--- src/rtl/physics_pkg.sv ---
// Shared definitions for the player motion pipeline: collision bit indices,
// direction encodings, playerState field layout and the update FSM states.
package physics_pkg;

   localparam int TOP_COL   = 3;
   localparam int RIGHT_COL = 2;
   localparam int BOT_COL   = 1;
   localparam int LEFT_COL  = 0;

   localparam logic DIR_LEFT  = 1'b0;
   localparam logic DIR_RIGHT = 1'b1;
   localparam logic DIR_DOWN  = 1'b0;
   localparam logic DIR_UP    = 1'b1;

   localparam int POS_W = 10;
   localparam int SPD_W = 5;

   localparam int X_MSB    = 31;
   localparam int X_LSB    = 22;
   localparam int Y_MSB    = 21;
   localparam int Y_LSB    = 12;
   localparam int XS_MSB   = 11;
   localparam int XS_LSB   = 7;
   localparam int YS_MSB   = 6;
   localparam int YS_LSB   = 2;
   localparam int XDIR_BIT = 1;
   localparam int YDIR_BIT = 0;

   typedef struct packed {
      logic [POS_W-1:0] x_pos;
      logic [POS_W-1:0] y_pos;
      logic [SPD_W-1:0] x_speed;
      logic [SPD_W-1:0] y_speed;
      logic             x_dir;
      logic             y_dir;
   } player_state_t;

   typedef enum logic [1:0] {
      ST_IDLE    = 2'd0,
      ST_CAPTURE = 2'd1,
      ST_UPDATE  = 2'd2
   } phys_state_e;

   function automatic logic [31:0] pack_state(input player_state_t s);
      logic [31:0] w;
      w                 = '0;
      w[X_MSB:X_LSB]    = s.x_pos;
      w[Y_MSB:Y_LSB]    = s.y_pos;
      w[XS_MSB:XS_LSB]  = s.x_speed;
      w[YS_MSB:YS_LSB]  = s.y_speed;
      w[XDIR_BIT]       = s.x_dir;
      w[YDIR_BIT]       = s.y_dir;
      return w;
   endfunction

   function automatic player_state_t unpack_state(input logic [31:0] w);
      player_state_t s;
      s.x_pos   = w[X_MSB:X_LSB];
      s.y_pos   = w[Y_MSB:Y_LSB];
      s.x_speed = w[XS_MSB:XS_LSB];
      s.y_speed = w[YS_MSB:YS_LSB];
      s.x_dir   = w[XDIR_BIT];
      s.y_dir   = w[YDIR_BIT];
      return s;
   endfunction

endpackage

--- src/rtl/tick_sync.sv ---
// Two-flop synchroniser for an asynchronous tick line plus a rising-edge
// detector producing a one-clk tick pulse.
module tick_sync (
   input  logic clk,
   input  logic rst_n,
   input  logic async_in,
   output logic tick
);

   logic sync1_q, sync1_d;
   logic sync2_q, sync2_d;
   logic sync2_dly_q, sync2_dly_d;

   always_comb begin
      sync1_d     = async_in;
      sync2_d     = sync1_q;
      sync2_dly_d = sync2_q;
   end

   always_ff @(posedge clk or negedge rst_n) begin
      if (!rst_n) begin
         sync1_q     <= 1'b0;
         sync2_q     <= 1'b0;
         sync2_dly_q <= 1'b0;
      end else begin
         sync1_q     <= sync1_d;
         sync2_q     <= sync2_d;
         sync2_dly_q <= sync2_dly_d;
      end
   end

   assign tick = sync2_q & ~sync2_dly_q;

endmodule

--- src/rtl/player_physics.sv ---
// Per-tick player motion integrator: captures collision/buttons one clk after
// the synchronised tick, then updates position, speeds and directions.
module player_physics
   import physics_pkg::*;
#(
   parameter int INIT_X      = 64,
   parameter int INIT_Y      = 415,
   parameter int PLAYER_SIZE = 32,
   parameter int RUN_SPEED   = 3,
   parameter int JUMP_SPEED  = 14,
   parameter int GRAVITY     = 1,
   parameter int MAX_FALL    = 12,
   parameter int SCREEN_W    = 640,
   parameter int SCREEN_H    = 480
) (
   input  logic        clk,
   input  logic        rst_n,
   input  logic        sim_clk,
   input  logic        btn_left,
   input  logic        btn_right,
   input  logic        btn_jump,
   input  logic [3:0]  playerCol,
   output logic [31:0] playerState,
   output logic        grounded,
   output logic        tick_done
);

   localparam logic signed [10:0] X_MAX = 11'(SCREEN_W - PLAYER_SIZE);
   localparam logic signed [10:0] Y_MIN = 11'(PLAYER_SIZE - 1);
   localparam logic signed [10:0] Y_MAX = 11'(SCREEN_H - 1);

   logic tick;

   tick_sync u_tick_sync (
      .clk      (clk),
      .rst_n    (rst_n),
      .async_in (sim_clk),
      .tick     (tick)
   );

   phys_state_e   fsm_q, fsm_d;
   player_state_t st_q, st_d;
   logic [3:0]    cap_col_q, cap_col_d;
   logic          cap_left_q, cap_left_d;
   logic          cap_right_q, cap_right_d;
   logic          cap_jump_q, cap_jump_d;
   logic          grounded_q, grounded_d;
   logic          tick_done_q, tick_done_d;

   always_comb begin
      fsm_d = fsm_q;
      case (fsm_q)
         ST_IDLE:    if (tick) fsm_d = ST_CAPTURE;
         ST_CAPTURE: fsm_d = ST_UPDATE;
         ST_UPDATE:  fsm_d = ST_IDLE;
         default:    fsm_d = ST_IDLE;
      endcase
   end

   logic signed [10:0] x_ext, x_spd, x_step, x_clamp;
   logic signed [10:0] y_ext, y_spd, y_step, y_clamp;
   logic               x_blocked, y_blocked;
   logic [5:0]         ys_inc;

   always_comb begin
      st_d        = st_q;
      grounded_d  = grounded_q;
      tick_done_d = 1'b0;
      cap_col_d   = cap_col_q;
      cap_left_d  = cap_left_q;
      cap_right_d = cap_right_q;
      cap_jump_d  = cap_jump_q;

      // Position step runs on the speeds the resolver just checked.
      x_ext  = signed'({1'b0, st_q.x_pos});
      x_spd  = signed'({6'b0, st_q.x_speed});
      x_step = (st_q.x_dir == DIR_RIGHT) ? (x_ext + x_spd) : (x_ext - x_spd);
      if (x_step < 11'sd0)
         x_clamp = 11'sd0;
      else if (x_step > X_MAX)
         x_clamp = X_MAX;
      else
         x_clamp = x_step;
      x_blocked = (st_q.x_speed != '0) &&
                  ((st_q.x_dir == DIR_RIGHT) ? cap_col_q[RIGHT_COL] : cap_col_q[LEFT_COL]);

      y_ext  = signed'({1'b0, st_q.y_pos});
      y_spd  = signed'({6'b0, st_q.y_speed});
      y_step = (st_q.y_dir == DIR_DOWN) ? (y_ext + y_spd) : (y_ext - y_spd);
      if (y_step < Y_MIN)
         y_clamp = Y_MIN;
      else if (y_step > Y_MAX)
         y_clamp = Y_MAX;
      else
         y_clamp = y_step;
      y_blocked = (st_q.y_dir == DIR_DOWN) ? cap_col_q[BOT_COL] : cap_col_q[TOP_COL];

      ys_inc = {1'b0, st_q.y_speed} + 6'(GRAVITY);

      if (fsm_q == ST_CAPTURE) begin
         cap_col_d   = playerCol;
         cap_left_d  = btn_left;
         cap_right_d = btn_right;
         cap_jump_d  = btn_jump;
      end

      if (fsm_q == ST_UPDATE) begin
         tick_done_d = 1'b1;

         if (!x_blocked) st_d.x_pos = x_clamp[POS_W-1:0];
         if (!y_blocked) st_d.y_pos = y_clamp[POS_W-1:0];

         if (cap_left_q && !cap_right_q) begin
            st_d.x_dir   = DIR_LEFT;
            st_d.x_speed = SPD_W'(RUN_SPEED);
         end else if (cap_right_q && !cap_left_q) begin
            st_d.x_dir   = DIR_RIGHT;
            st_d.x_speed = SPD_W'(RUN_SPEED);
         end else begin
            st_d.x_speed = '0;
         end

         if ((st_q.y_dir == DIR_DOWN) && cap_col_q[BOT_COL]) begin
            grounded_d = 1'b1;
            if (cap_jump_q) begin
               st_d.y_dir   = DIR_UP;
               st_d.y_speed = SPD_W'(JUMP_SPEED);
            end else begin
               // Small probe speed keeps the floor contact visible next tick.
               st_d.y_speed = SPD_W'(GRAVITY);
            end
         end else if ((st_q.y_dir == DIR_UP) && cap_col_q[TOP_COL]) begin
            grounded_d   = 1'b0;
            st_d.y_dir   = DIR_DOWN;
            st_d.y_speed = SPD_W'(GRAVITY);
         end else begin
            grounded_d = 1'b0;
            if (st_q.y_dir == DIR_UP) begin
               if (st_q.y_speed <= SPD_W'(GRAVITY)) begin
                  st_d.y_dir   = DIR_DOWN;
                  st_d.y_speed = '0;
               end else begin
                  st_d.y_speed = st_q.y_speed - SPD_W'(GRAVITY);
               end
            end else if (ys_inc > 6'(MAX_FALL)) begin
               st_d.y_speed = SPD_W'(MAX_FALL);
            end else begin
               st_d.y_speed = ys_inc[SPD_W-1:0];
            end
         end
      end
   end

   always_ff @(posedge clk or negedge rst_n) begin
      if (!rst_n) begin
         fsm_q         <= ST_IDLE;
         st_q.x_pos    <= POS_W'(INIT_X);
         st_q.y_pos    <= POS_W'(INIT_Y);
         st_q.x_speed  <= '0;
         st_q.y_speed  <= '0;
         st_q.x_dir    <= DIR_RIGHT;
         st_q.y_dir    <= DIR_DOWN;
         cap_col_q     <= '0;
         cap_left_q    <= 1'b0;
         cap_right_q   <= 1'b0;
         cap_jump_q    <= 1'b0;
         grounded_q    <= 1'b0;
         tick_done_q   <= 1'b0;
      end else begin
         fsm_q         <= fsm_d;
         st_q          <= st_d;
         cap_col_q     <= cap_col_d;
         cap_left_q    <= cap_left_d;
         cap_right_q   <= cap_right_d;
         cap_jump_q    <= cap_jump_d;
         grounded_q    <= grounded_d;
         tick_done_q   <= tick_done_d;
      end
   end

   assign playerState = pack_state(st_q);
   assign grounded    = grounded_q;
   assign tick_done   = tick_done_q;

endmodule

--- config.mk ---
export PLATFORM = sky130hd
export DESIGN_NAME = player_physics
export DESIGN_NICKNAME = d
export VERILOG_FILES = /design/src/rtl/physics_pkg.sv /design/src/rtl/tick_sync.sv /design/src/rtl/player_physics.sv
export SDC_FILE = /design/constraint.sdc
export NUM_CORES = 1
export LEC_CHECK = 0
export ABC_AREA = 1
export ABC_CLOCK_PERIOD_IN_PS = 5700
export BUFFER_PORTS_ARGS = -buffer_cell sky130_fd_sc_hd__buf_4
export CAP_MARGIN = 0
export CORE_MARGIN = 4
export CORE_UTILIZATION = 40
export CTS_CLUSTER_DIAMETER = 50
export DETAILED_ROUTE_END_ITERATION = 8
export PLACE_DENSITY = 0.71
export SETUP_SLACK_MARGIN = 0.5
export SYNTH_ARGS = -nofsm -noshare
export SYNTH_HDL_FRONTEND = slang
export SYNTH_SLANG_ARGS = --single-unit
--- constraint.sdc ---
create_clock -name clk -period 5.7 [get_ports clk]
set_input_delay 0.855 -clock clk [delete_from_list [all_inputs] [get_ports clk]]
set_output_delay 0.855 -clock clk [all_outputs]
set_load 0.02 [all_outputs]
# == Word-level counts from Yosys, hierarchy flattened ==
# Index checks and enable logic that the tools add are counted.
# word_totals
reg_bits,46
in_bits,10
wordCells,78
# classes
addsub,6
n_lt_le_gt_ge,6
eq_ne,4
muxes,27
bitwise_logic,5
n_reduce_logical,14
# op_table
operator,n
two-way mux 10 bit,4
two-way mux 5 bit,5
adder 10 x 5 -> 11 bit,2
two-way mux 11 bit,2
subtractor 10 x 5 -> 11 bit,2
"> comparator 11 x 10 -> 1 bit, second input constant",1
"> comparator 11 bit, second input constant",1
"less-than comparator 11 x 1 -> 1 bit, second input constant",1
"less-than comparator 11 x 6 -> 1 bit, second input constant",1
two-way mux 1 bit,11
AND reduction 2 bit,4
"adder 5 x 1 -> 6 bit, second input constant",1
"> comparator 6 x 4 -> 1 bit, second input constant",1
two-way mux 2 bit,3
"less-or-equal comparator 5 x 1 -> 1 bit, second input constant",1
logical AND 1 bit,5
nonzero test 5 bit,1
"subtractor 5 x 1 -> 5 bit, second input constant",1
two-way mux 4 bit,1
"inequality test 2 bit, second input constant",2
inverter 1 bit,4
case mux 2 bit (2 select lines),1
"equality test 2 x 1 -> 1 bit, second input constant",1
"equality test 2 bit, second input constant",1
4 further kinds,5

# == Depth between registers and ports, before layout ==
# Gate-level depths: netlist of run 1.
# logic_depth
depth_word,6
mapped_depth,21
ltp_nobuf,20

# == Cells and area by module ==
# A second synthesis of run 1 with hierarchy kept.
# hier_totals
hier_cells,476
area_unflattened_um2,3377.0
# modules_own_cells
module,n_inst,cells_per_inst,area_per_inst_um2
player_physics,1,471,3291.9
tick_sync,1,5,85.1

# == Least setup slack after synthesis of run 1 ==
# No wires, ideal clock.
# synth_path
path_kind,flip-flop to flip-flop
startpoint,"reg st_q, in the netlist playerState[2]"
endpoint,"reg st_q, in the netlist playerState[18]"
arrival_ns,2.726
required_time_ns,5.584
path_slack_ns,2.858
path_stages_with_launch,17
cell_sequence,dfrtp_1 > inv_1 > ha_1 > nor3b_1 > ha_1 > or2_2 > ha_1 > nand2_1 > a21oi_1 > nor2_1 > nand3_2 > xor2_4 > nand2_1 > nand2_1 > nand2_1 > nand2_1 > nand2_1
# synth_between
elab_chain_len,5
elab_cells_between_ends,7
# synth_rtl
item,line,text
"start, declared",player_physics.sv:42,"player_state_t st_q, st_d;"
"start signal, assigned",player_physics.sv:171,st_q <= st_d;
adder 10 x 5 -> 11 bit or subtractor 10 x 5 -> 11 bit (tied branches),player_physics.sv:89,y_step = (st_q.y_dir == DIR_DOWN) ? (y_ext + y_spd) : (y_ext - y_spd);
two-way mux 11 bit (*),player_physics.sv:89,
> comparator 11 x 10 -> 1 bit,player_physics.sv:92,else if (y_step > Y_MAX)
two-way mux 10 bit,player_physics.sv:92,
two-way mux 10 bit (*),player_physics.sv:90,if (y_step < Y_MIN)
# Mark *: on every way between the ends. The rest lies on a longest branch, timed or not.
# A chain may end at the register's enable or synchronous reset.

# == Worst setup path in the final report of run 1 ==
# Ends and elaborated chain as after synthesis.

==> impl_metrics.prom, run 1 <==
# TYPE chip_impl_metric gauge
chip_impl_metric{name="detail_route.wl_per_cell",unit="µm"} 11.8
chip_impl_metric{name="detail_route.drc_violations",unit=""} 0
chip_impl_metric{name="synth_top_area_frac",unit=""} 0.243
chip_impl_metric{name="cts_max_path_buffers",unit=""} 2
chip_impl_metric{name="worst_setup_hold_path_clk_slew",unit="ps"} 100
chip_impl_metric{name="grt_antenna_before_repair",unit=""} 0
chip_impl_metric{name="final_antenna_net_count",unit=""} 0
chip_impl_metric{name="post_drt_via_cell_ratio",unit=""} 4.90
chip_impl_metric{name="final_hold_viol_count",unit=""} 0
chip_impl_metric{name="fin_crit_sh",unit=""} 0.528
chip_impl_metric{name="grt_start_max_net_pins",unit=""} 43
chip_impl_metric{name="number_of_global_route_vias_before_repair",unit=""} 2970
chip_impl_info{name="worstSetupEndpointType",value="flip-flop"} 1
chip_impl_metric{name="finalSetupTns",unit="ps"} 0
chip_impl_metric{name="maxCapViolCount",unit=""} 0
chip_impl_metric{name="setup_slack_after_placement",unit="ps"} 2720
chip_impl_metric{name="layout_cell_share_with_drive_strength_beyond_1",unit=""} 0.153
chip_impl_metric{name="grt.overflow.total",unit=""} 0
chip_impl_info{name="ys.flop_type",value="sky130_fd_sc_hd__dfrtp_1"} 1
chip_impl_metric{name="number_of_stages_on_the_worst_hold_path",unit=""} 0
chip_impl_metric{name="grt_first_pass_wirelength",unit="mm"} 13.3
chip_impl_metric{name="nNetsFinal",unit=""} 581
chip_impl_metric{name="syn_area_per_cell",unit="µm²"} 6.79
chip_impl_info{name="critical_path.reg2reg.endpoint",value="playerState[18]"} 1
chip_impl_metric{name="post_layout_min_period",unit="ps"} 3010
chip_impl_metric{name="max_stage_delay",unit="ps"} 540
chip_impl_info{name="highest-signal-layer",value="met4"} 1
chip_impl_metric{name="dr_wl_met3",unit="µm"} 390
chip_impl_metric{name="synth_seq_area_share",unit=""} 0.313
chip_impl_info{name="cell_class_contributing_the_biggest_share_of_worst_path_delay",value="simple AND/OR/NAND/NOR gates"} 1
chip_impl_metric{name="clock_sinks",unit=""} 42
chip_impl_metric{name="route.layer.met1.wl",unit="mm"} 3.56
chip_impl_metric{name="placedCellCount",unit=""} 639
chip_impl_info{name="whs_endpoint",value="u_tick_sync.sync2_dly_d"} 1
chip_impl_info{name="min_delay_worst_type",value="reg -> reg"} 1
chip_impl_metric{name="num_io_pins",unit=""} 44
chip_impl_info{name="min-delay-start",value="u_tick_sync.sync1_q"} 1
chip_impl_metric{name="global_route.usage.total",unit=""} 0.160
chip_impl_metric{name="dr.first_iter.drc_count",unit=""} 134
chip_impl_metric{name="hpwlAfterDp",unit="mm"} 6.02
chip_impl_metric{name="clkLatencyLatePin",unit="ps"} 310
chip_impl_metric{name="synth-edff-count",unit=""} 0
chip_impl_metric{name="yosys_warnings",unit=""} 0
chip_impl_info{name="critical-path-slowest-cell",value="sky130_fd_sc_hd__dfrtp_1"} 1
chip_impl_metric{name="max_clock_freq",unit="GHz"} 0.332
chip_impl_metric{name="worst_pin_slew",unit="ps"} 861
chip_impl_info{name="rsz_0062_raised_after_global_routing",value="false"} 1
chip_impl_metric{name="gpl.final_weighted_congestion",unit=""} 0.954
chip_impl_metric{name="met2RoutedLength",unit="mm"} 3.59
chip_impl_metric{name="crit_path_max_fanout",unit=""} 10
chip_impl_metric{name="die_width",unit="µm"} 100
chip_impl_metric{name="cts_max_level",unit=""} 2
chip_impl_metric{name="synthDistinctLibCells",unit=""} 36
chip_impl_metric{name="slew_headroom",unit=""} 0.424
chip_impl_info{name="outcome",value="finished, final reports clean"} 1
chip_impl_info{name="main_area_contributors_after_synthesis",value="sky130_fd_sc_hd__dfrtp_1 (24%), sky130_fd_sc_hd__nand2_1 (19%), sky130_fd_sc_hd__ha_1 (10%), sky130_fd_sc_hd__inv_1 (7.5%), sky130_fd_sc_hd__dfstp_2 (7.0%)"} 1
chip_impl_metric{name="syn_area",unit="mm²"} 0.00340
chip_impl_metric{name="placeableCoreArea",unit="mm²"} 0.00822
chip_impl_metric{name="synth-seq-cells",unit=""} 42
chip_impl_metric{name="areaGrowthSynthToFinish",unit="%"} 14.3
chip_impl_metric{name="ctsHoldBuffers",unit=""} 0
chip_impl_info{name="r2r_start",value="playerState[2]"} 1
chip_impl_metric{name="instances_no_fill",unit=""} 647
chip_impl_info{name="critPathMostFrequentCell",value="sky130_fd_sc_hd__nand2_1"} 1
chip_impl_metric{name="placement_rows",unit=""} 33
chip_impl_metric{name="floorplan.die_area",unit="mm²"} 0.0100
chip_impl_metric{name="routed_wirelength",unit="mm"} 7.66
chip_impl_metric{name="tritoncts.num_buffers",unit=""} 5
chip_impl_info{name="path_class",value="reg -> reg"} 1
chip_impl_metric{name="worst-path-buf-inv",unit=""} 2
chip_impl_metric{name="buffer_ports.inserted",unit=""} 40
chip_impl_metric{name="timing.reg2reg.setup_slack",unit="ps"} 2690
chip_impl_metric{name="cts_setup_buffers",unit=""} 0
chip_impl_info{name="yosys.area.top_type",value="sky130_fd_sc_hd__dfrtp_1"} 1
chip_impl_info{name="clock_tree_from_tritoncts",value="yes"} 1
chip_impl_metric{name="post_cts_resized",unit=""} 0
chip_impl_info{name="clock_tree.root_cell",value="sky130_fd_sc_hd__clkbuf_8"} 1
chip_impl_metric{name="arrival",unit="ps"} 3210
chip_impl_metric{name="worstPathRequired",unit="ps"} 5900
chip_impl_metric{name="diodes",unit=""} 0
chip_impl_metric{name="setup_viol",unit=""} 0
chip_impl_metric{name="filler_cell_count",unit=""} 844
chip_impl_metric{name="via_count",unit=""} 3171
chip_impl_info{name="critical_path.startpoint_type",value="flip-flop"} 1
chip_impl_metric{name="dr.pass1.iters",unit=""} 5
chip_impl_metric{name="die_y",unit="µm"} 100
chip_impl_metric{name="worst_setup_skew_after_layout",unit="ps"} 10.5
chip_impl_metric{name="initial_core_util",unit=""} 0.413
chip_impl_metric{name="r2r_cells",unit=""} 19
chip_impl_metric{name="slew_violations",unit=""} 0
chip_impl_metric{name="final.setup.worst_slack",unit="ps"} 2690
chip_impl_info{name="worstPathCellList",value="inv_1 > ha_1 > nor2_1 > a21oi_1 > fa_1 > inv_1 > nand3_1 > nand2_1 > nand2_1 > nand2_1 > nand2_1 > nand2_1 > nor2_1 > nand2_2 > nand2_1 > nand2_1 > nand2_1 > nand2_1 > nand2_1"} 1
chip_impl_metric{name="synth_async_sr_flop_share",unit=""} 1.00
chip_impl_metric{name="synth_cells",unit=""} 500
[cell usage in the layout, fill, tap and decap left out, types with 3 or more instances in the layout]
cell,n
sky130_fd_sc_hd__dfstp_2,9
sky130_fd_sc_hd__a21oi_1,12
sky130_fd_sc_hd__nor2_1,54
sky130_fd_sc_hd__inv_2,4
sky130_fd_sc_hd__inv_1,68
sky130_fd_sc_hd__xnor2_1,3
sky130_fd_sc_hd__xor2_1,4
sky130_fd_sc_hd__o21ai_0,18
sky130_fd_sc_hd__ha_1,28
sky130_fd_sc_hd__o31ai_1,3
sky130_fd_sc_hd__nand3b_1,7
sky130_fd_sc_hd__dfrtp_1,33
sky130_fd_sc_hd__nor2_4,3
sky130_fd_sc_hd__nand2_2,8
sky130_fd_sc_hd__nand4_1,8
sky130_fd_sc_hd__buf_4,40
sky130_fd_sc_hd__nand2_1,169
sky130_fd_sc_hd__nand3_1,36
sky130_fd_sc_hd__or2_2,3
sky130_fd_sc_hd__clkbuf_8,5
sky130_fd_sc_hd__conb_1,3
[how the worst max path moves through the flow]
stage | cells past startpoint | to | from | slack, ps
4_1_cts | 18 | playerState[18] | playerState[2] | 2680
2_1_floorplan | 16 | playerState[18] | playerState[2] | 2860
5_1_grt | 19 | playerState[19] | playerState[2] | 2300
3_5_place_dp | 18 | playerState[18] | playerState[2] | 2720
3_3_place_gp | 18 | playerState[18] | playerState[2] | 2820
6_report | 19 | playerState[18] | playerState[2] | 2690
[logic make-up (layout without fill, tap and decap cells)]
logic type                 count (synthesis)  in the layout  share of synthesized area
buffers and inverters                     82            122                     0.0965
AOI/OAI and AO/OA                         43             43                     0.0748
DFF                                       42             42                      0.313
adders and majority gates                 30             30                      0.115
other                                      1              3                    0.00110
xor gates and xnor gates                   8              8                     0.0262
and+or+nand+nor                          294            294                      0.374
[layout make-up]
type | instances | area [µm²] | share of cell area
Timing Repair Buffer | 40 | 300 | 0.0773
Tap cell | 105 | 131 | 0.0338
Clock buffer | 5 | 68.8 | 0.0177
Sequential cell | 42 | 1060 | 0.274
Clock inverter | 3 | 28.8 | 0.00741
Multi-Input combinational cell | 378 | 2010 | 0.519
Inverter | 74 | 278 | 0.0715
[per-stage QoR]
stage	area [µm²]	utilization	hold WS (ps)
4_1_cts	3880	0.473	361
5_1_grt	3880	0.473	383
6_report	3880	0.473	357
2_1_floorplan	3400	-	331
3_5_place_dp	3780	0.461	337
3_3_place_gp	3780	0.461	335
[cell usage after synthesis, types with 2 or more instances]
master                     count
sky130_fd_sc_hd__nand3_2       2
sky130_fd_sc_hd__xor2_1        4
sky130_fd_sc_hd__nor2_4        3
sky130_fd_sc_hd__dfstp_2       9
sky130_fd_sc_hd__nand2_1     169
sky130_fd_sc_hd__a22oi_1       2
sky130_fd_sc_hd__o31ai_1       3
sky130_fd_sc_hd__a21oi_2       2
sky130_fd_sc_hd__fa_1          2
sky130_fd_sc_hd__clkbuf_1      2
sky130_fd_sc_hd__nand3b_1      7
sky130_fd_sc_hd__or2_2         3
sky130_fd_sc_hd__inv_2         4
sky130_fd_sc_hd__o21bai_1      2
sky130_fd_sc_hd__nand4_1       8
sky130_fd_sc_hd__xnor2_1       3
sky130_fd_sc_hd__clkinv_1      2
sky130_fd_sc_hd__a21oi_1      12
sky130_fd_sc_hd__nand2_2       8
sky130_fd_sc_hd__dfrtp_1      33
sky130_fd_sc_hd__buf_4         5
sky130_fd_sc_hd__inv_1        68
sky130_fd_sc_hd__nor2_1       54
sky130_fd_sc_hd__o21ai_0      18
sky130_fd_sc_hd__ha_1         28
sky130_fd_sc_hd__nor2_2        2
sky130_fd_sc_hd__nand3_1      36
[state kept, by name, indices dropped and copies added, names as in the netlist]
name	flops
playerState	28
cap_col_q	4
fsm_q	2
cap_jump_q	1
cap_left_q	1
cap_right_q	1
grounded	1
tick_done	1
u_tick_sync.sync1_q	1
u_tick_sync.sync2_dly_d	1
u_tick_sync.sync2_dly_q	1
[layer usage]
layer,vias to the layer above,track usage
li1,1658,-
met1,1430,0.218
met2,73,0.263
met3,10,0.0236
met4,0,0.0446
met5,-,0
Power of run 1 is left out: the tool's default activity adds up to more than one toggle a clock period on the data nets, which glitch-free logic cannot reach.
==> run 2: changes to the inputs <==
--- a/config.mk
+++ b/config.mk
@@ -5,8 +5,8 @@
 export SDC_FILE = /design/constraint.sdc
 export NUM_CORES = 1
 export LEC_CHECK = 0
-export ABC_AREA = 1
-export ABC_CLOCK_PERIOD_IN_PS = 5700
+export ABC_AREA = 0
+export ABC_CLOCK_PERIOD_IN_PS = 2900
 export BUFFER_PORTS_ARGS = -buffer_cell sky130_fd_sc_hd__buf_4
 export CAP_MARGIN = 0
 export CORE_MARGIN = 4
==> constraint.sdc (replaced) <==
create_clock -name clk -period 2.9 [get_ports clk]
set_input_delay 0.435 -clock clk [delete_from_list [all_inputs] [get_ports clk]]
set_output_delay 0.435 -clock clk [all_outputs]
set_load 0.02 [all_outputs]
==> run 2 against run 1 <==
Compared with the run above: core utilization rose by 16 points; first-iteration DRC count grew 130%; routed wire length increased by 53%; global-route usage grew 4.3 points; setup slack worse by 2700 ps; final cell count shrank 10%; largest cell class unchanged; area after synthesis fell by 0.92%.
==> impl_metrics.prom, run 2 <==
# TYPE chip_impl_metric gauge
chip_impl_metric{name="num_io_pins",unit=""} 44
chip_impl_metric{name="number_of_flip_flops_in_the_largest_register",unit=""} 28
chip_impl_metric{name="grt_antenna_before_repair",unit=""} 0
chip_impl_metric{name="hpwlAfterDp",unit="mm"} 6.69
chip_impl_metric{name="cts_max_level",unit=""} 2
chip_impl_metric{name="yosys_warnings",unit=""} 0
chip_impl_metric{name="tritoncts.num_buffers",unit=""} 5
chip_impl_metric{name="floorplan.die_area",unit="mm²"} 0.00994
chip_impl_info{name="critical-path-slowest-cell",value="sky130_fd_sc_hd__dfrtp_2"} 1
chip_impl_metric{name="final_hold_viol_count",unit=""} 0
chip_impl_metric{name="die_y",unit="µm"} 99.7
chip_impl_metric{name="instances_no_fill",unit=""} 581
chip_impl_metric{name="detail_route.drc_violations",unit=""} 0
chip_impl_metric{name="ctsHoldBuffers",unit=""} 0
chip_impl_info{name="path_class",value="reg -> reg"} 1
chip_impl_info{name="r2r_start",value="playerState[3]"} 1
chip_impl_metric{name="max_clock_freq",unit="GHz"} 0.348
chip_impl_metric{name="worst_setup_hold_path_clk_slew",unit="ps"} 100
chip_impl_metric{name="areaGrowthSynthToFinish",unit="%"} 54.8
chip_impl_metric{name="gpl.final_weighted_congestion",unit=""} 0.911
chip_impl_metric{name="dr.pass1.iters",unit=""} 5
chip_impl_info{name="clock_tree.root_cell",value="sky130_fd_sc_hd__clkbuf_8"} 1
chip_impl_metric{name="placedCellCount",unit=""} 526
chip_impl_metric{name="grt_start_max_net_pins",unit=""} 43
chip_impl_metric{name="clock_sinks",unit=""} 42
chip_impl_metric{name="multi_input_logic_area",unit="mm²"} 0.00294
chip_impl_metric{name="filler_cell_count",unit=""} 571
chip_impl_metric{name="maxCapViolCount",unit=""} 0
chip_impl_metric{name="synth_top_area_frac",unit=""} 0.245
chip_impl_metric{name="slew_headroom",unit=""} 0.491
chip_impl_metric{name="post_layout_min_period",unit="ps"} 2870
chip_impl_metric{name="final_antenna_net_count",unit=""} 0
chip_impl_info{name="synth_common_cells",value="sky130_fd_sc_hd__dfrtp_1 (33), sky130_fd_sc_hd__nand2_1 (32), sky130_fd_sc_hd__ha_1 (28), sky130_fd_sc_hd__nor2_1 (26), sky130_fd_sc_hd__o21ai_0 (25)"} 1
chip_impl_info{name="min_delay_worst_type",value="in -> async"} 1
chip_impl_metric{name="placeableCoreArea",unit="mm²"} 0.00822
chip_impl_metric{name="r2r_cells",unit=""} 14
chip_impl_info{name="critical_path.startpoint_type",value="flip-flop"} 1
chip_impl_info{name="rsz_0062_raised_after_global_routing",value="true"} 1
chip_impl_metric{name="syn_area",unit="mm²"} 0.00336
chip_impl_metric{name="global_route.usage.total",unit=""} 0.203
chip_impl_metric{name="grt.overflow.total",unit=""} 0
chip_impl_metric{name="post_drt_via_cell_ratio",unit=""} 6.22
chip_impl_metric{name="initial_core_util",unit=""} 0.409
chip_impl_metric{name="synth_seq_area_share",unit=""} 0.316
chip_impl_info{name="yosys.cell_count.top_type",value="sky130_fd_sc_hd__dfrtp_1"} 1
chip_impl_metric{name="nNetsFinal",unit=""} 515
chip_impl_metric{name="crit_path_max_fanout",unit=""} 5
chip_impl_metric{name="worst_hold_slack_after_final_layout",unit="ps"} 109
chip_impl_metric{name="worstPathRequired",unit="ps"} 3100
chip_impl_metric{name="diodes",unit=""} 0
chip_impl_info{name="worstSetupEndpointType",value="flip-flop"} 1
chip_impl_info{name="worstPathCellList",value="inv_2 > buf_4 > ha_1 > nor2_1 > xnor2_1 > ha_2 > buf_4 > nand2b_4 > a21oi_4 > o211ai_1 > and2_1 > nand4b_1 > buf_6 > a41o_1"} 1
chip_impl_info{name="outcome",value="finished, final reports clean"} 1
chip_impl_info{name="final_common_cell",value="sky130_fd_sc_hd__buf_4"} 1
chip_impl_metric{name="syn_area_per_cell",unit="µm²"} 8.97
chip_impl_metric{name="routed_wirelength",unit="mm"} 11.7
chip_impl_metric{name="layout_cell_share_with_drive_strength_beyond_1",unit=""} 0.523
chip_impl_metric{name="slew_violations",unit=""} 0
chip_impl_metric{name="dr.first_iter.drc_count",unit=""} 312
chip_impl_metric{name="max_stage_delay",unit="ps"} 440
chip_impl_info{name="main_area_contributors_after_synthesis",value="sky130_fd_sc_hd__dfrtp_1 (25%), sky130_fd_sc_hd__ha_1 (10%), sky130_fd_sc_hd__dfstp_2 (7.0%), sky130_fd_sc_hd__o21ai_0 (3.7%), sky130_fd_sc_hd__nand2_1 (3.6%)"} 1
chip_impl_metric{name="cts_max_path_buffers",unit=""} 2
chip_impl_metric{name="synth_async_sr_flop_share",unit=""} 1.00
chip_impl_metric{name="clkLatencyLatePin",unit="ps"} 310
chip_impl_metric{name="synth-edff-count",unit=""} 0
chip_impl_info{name="critical_path.reg2reg.endpoint",value="playerState[17]"} 1
chip_impl_metric{name="synth-seq-cells",unit=""} 42
chip_impl_info{name="clock_tree_from_tritoncts",value="yes"} 1
chip_impl_metric{name="setup_viol",unit=""} 0
chip_impl_metric{name="die_width",unit="µm"} 99.7
chip_impl_metric{name="sequential_cell_area",unit="mm²"} 0.00107
chip_impl_metric{name="synthDistinctLibCells",unit=""} 73
chip_impl_metric{name="buffer_ports.inserted",unit=""} 40
chip_impl_info{name="yosys.area.top_type",value="sky130_fd_sc_hd__dfrtp_1"} 1
chip_impl_metric{name="placement_rows",unit=""} 33
chip_impl_metric{name="grt_first_pass_wirelength",unit="mm"} 16.5
chip_impl_metric{name="via_count",unit=""} 3611
chip_impl_metric{name="worst_pin_slew",unit="ps"} 755
chip_impl_info{name="ys.flop_type",value="sky130_fd_sc_hd__dfrtp_1"} 1
chip_impl_info{name="final_cell_mix",value="sky130_fd_sc_hd__buf_4 (102), sky130_fd_sc_hd__nand2_1 (28), sky130_fd_sc_hd__dfrtp_1 (27)"} 1
chip_impl_metric{name="detail_route.wl_per_cell",unit="µm"} 20.1
chip_impl_metric{name="timing.reg2reg.setup_slack",unit="ps"} 30
chip_impl_metric{name="synth_cells",unit=""} 375
chip_impl_info{name="critPathMostFrequentCell",value="sky130_fd_sc_hd__buf_4"} 1
chip_impl_metric{name="worst_setup_skew_after_layout",unit="ps"} 10.4
chip_impl_metric{name="fin_crit_sh",unit=""} 0.991
chip_impl_metric{name="number_of_global_route_vias_before_repair",unit=""} 3356
chip_impl_metric{name="arrival",unit="ps"} 3070
chip_impl_info{name="cell_class_contributing_the_biggest_share_of_worst_path_delay",value="buffers and inverters"} 1
chip_impl_metric{name="worst-path-buf-inv",unit=""} 4
run 2: cell count changes in the layout (fill, tap and decap cells not counted), moves of 8 or more:
cell / delta
sky130_fd_sc_hd__nand2_1: -141
sky130_fd_sc_hd__buf_4: +62
sky130_fd_sc_hd__inv_1: -54
sky130_fd_sc_hd__nor2_1: -32
sky130_fd_sc_hd__nand3_1: -30
sky130_fd_sc_hd__ha_1: -19
sky130_fd_sc_hd__ha_4: +13
sky130_fd_sc_hd__a41oi_2: +9
sky130_fd_sc_hd__o211ai_1: +8
run 2: per-stage QoR:
step / instance area [µm²] / setup WS, ps / util / TNS (ps)
6_report: 5210 / 25.9 / 0.634 / 0
5_1_grt: 5210 / -14.1 / 0.634 / -62.1
4_1_cts: 4830 / 98.4 / 0.588 / 0
3_5_place_dp: 4070 / -78.9 / 0.496 / -294
3_3_place_gp: 4070 / 49.8 / 0.496 / 0
2_1_floorplan: 3600 / -40.1 / - / -40.1
run 2: per-layer routing:
layer,vias to the layer above,wire (µm),GRT usage
met4,0,310,0.0536
met3,39,915,0.0372
met2,204,5700,0.321
met5,-,0,0
met1,1764,4760,0.286
li1,1604,-,-
run 2: worst max-delay path by stage:
stage                     cells past startpoint  slack [ps]           start               to
final                                        14          30  playerState[3]  playerState[17]
after global routing                         13         -10  playerState[2]  playerState[13]
after CTS                                    12         100  playerState[3]  playerState[17]
after detailed placement                     12         -80  playerState[2]  playerState[15]
after global placement                       11          50  playerState[2]  playerState[16]
after floorplan                              14         -40  playerState[2]  playerState[17]
run 2: timing repair:
action | in CTS | in global routing
buffers inserted | 30 | 15
pin swaps | 46 | 38
gates cloned | 2 | 0
setup endpoints to repair | 19 | 21
gates resized for setup | 72 | 51
endpoints found under the hold margin | 0 | 0
run 2: area by class of cell:
type / count / share of cell area
clock buffer: 5 / 0.0132
clock inverter: 3 / 0.0132
inverter: 19 / 0.0156
multi-input combinational: 298 / 0.564
sequential: 42 / 0.205
tap: 105 / 0.0252
timing repair buffer: 108 / 0.162
timing repair inverter: 1 / 0.00168
run 2: worst register-to-register path, stage by stage (launching register included):
cell	delay (ps)
sky130_fd_sc_hd__dfrtp_2	440
sky130_fd_sc_hd__inv_2	80
sky130_fd_sc_hd__buf_4	120
sky130_fd_sc_hd__ha_1	180
sky130_fd_sc_hd__nor2_1	60
sky130_fd_sc_hd__xnor2_1	230
sky130_fd_sc_hd__ha_2	320
sky130_fd_sc_hd__buf_4	150
sky130_fd_sc_hd__nand2b_4	80
sky130_fd_sc_hd__a21oi_4	60
sky130_fd_sc_hd__o211ai_1	300
sky130_fd_sc_hd__and2_1	220
sky130_fd_sc_hd__nand4b_1	160
sky130_fd_sc_hd__buf_6	180
sky130_fd_sc_hd__a41o_1	170
run 2: logic make-up after synthesis:
| kind of cell | share of synthesized area |
|---|---|
| other cells | 0.00111 |
| xor+xnor | 0.0286 |
| flops | 0.316 |
| fa+ha+maj | 0.116 |
| buf+inv | 0.0547 |
| simple gates | 0.178 |
| mux | 0.0361 |
| compound gates | 0.270 |
Power of run 2 is left out for the same reason.
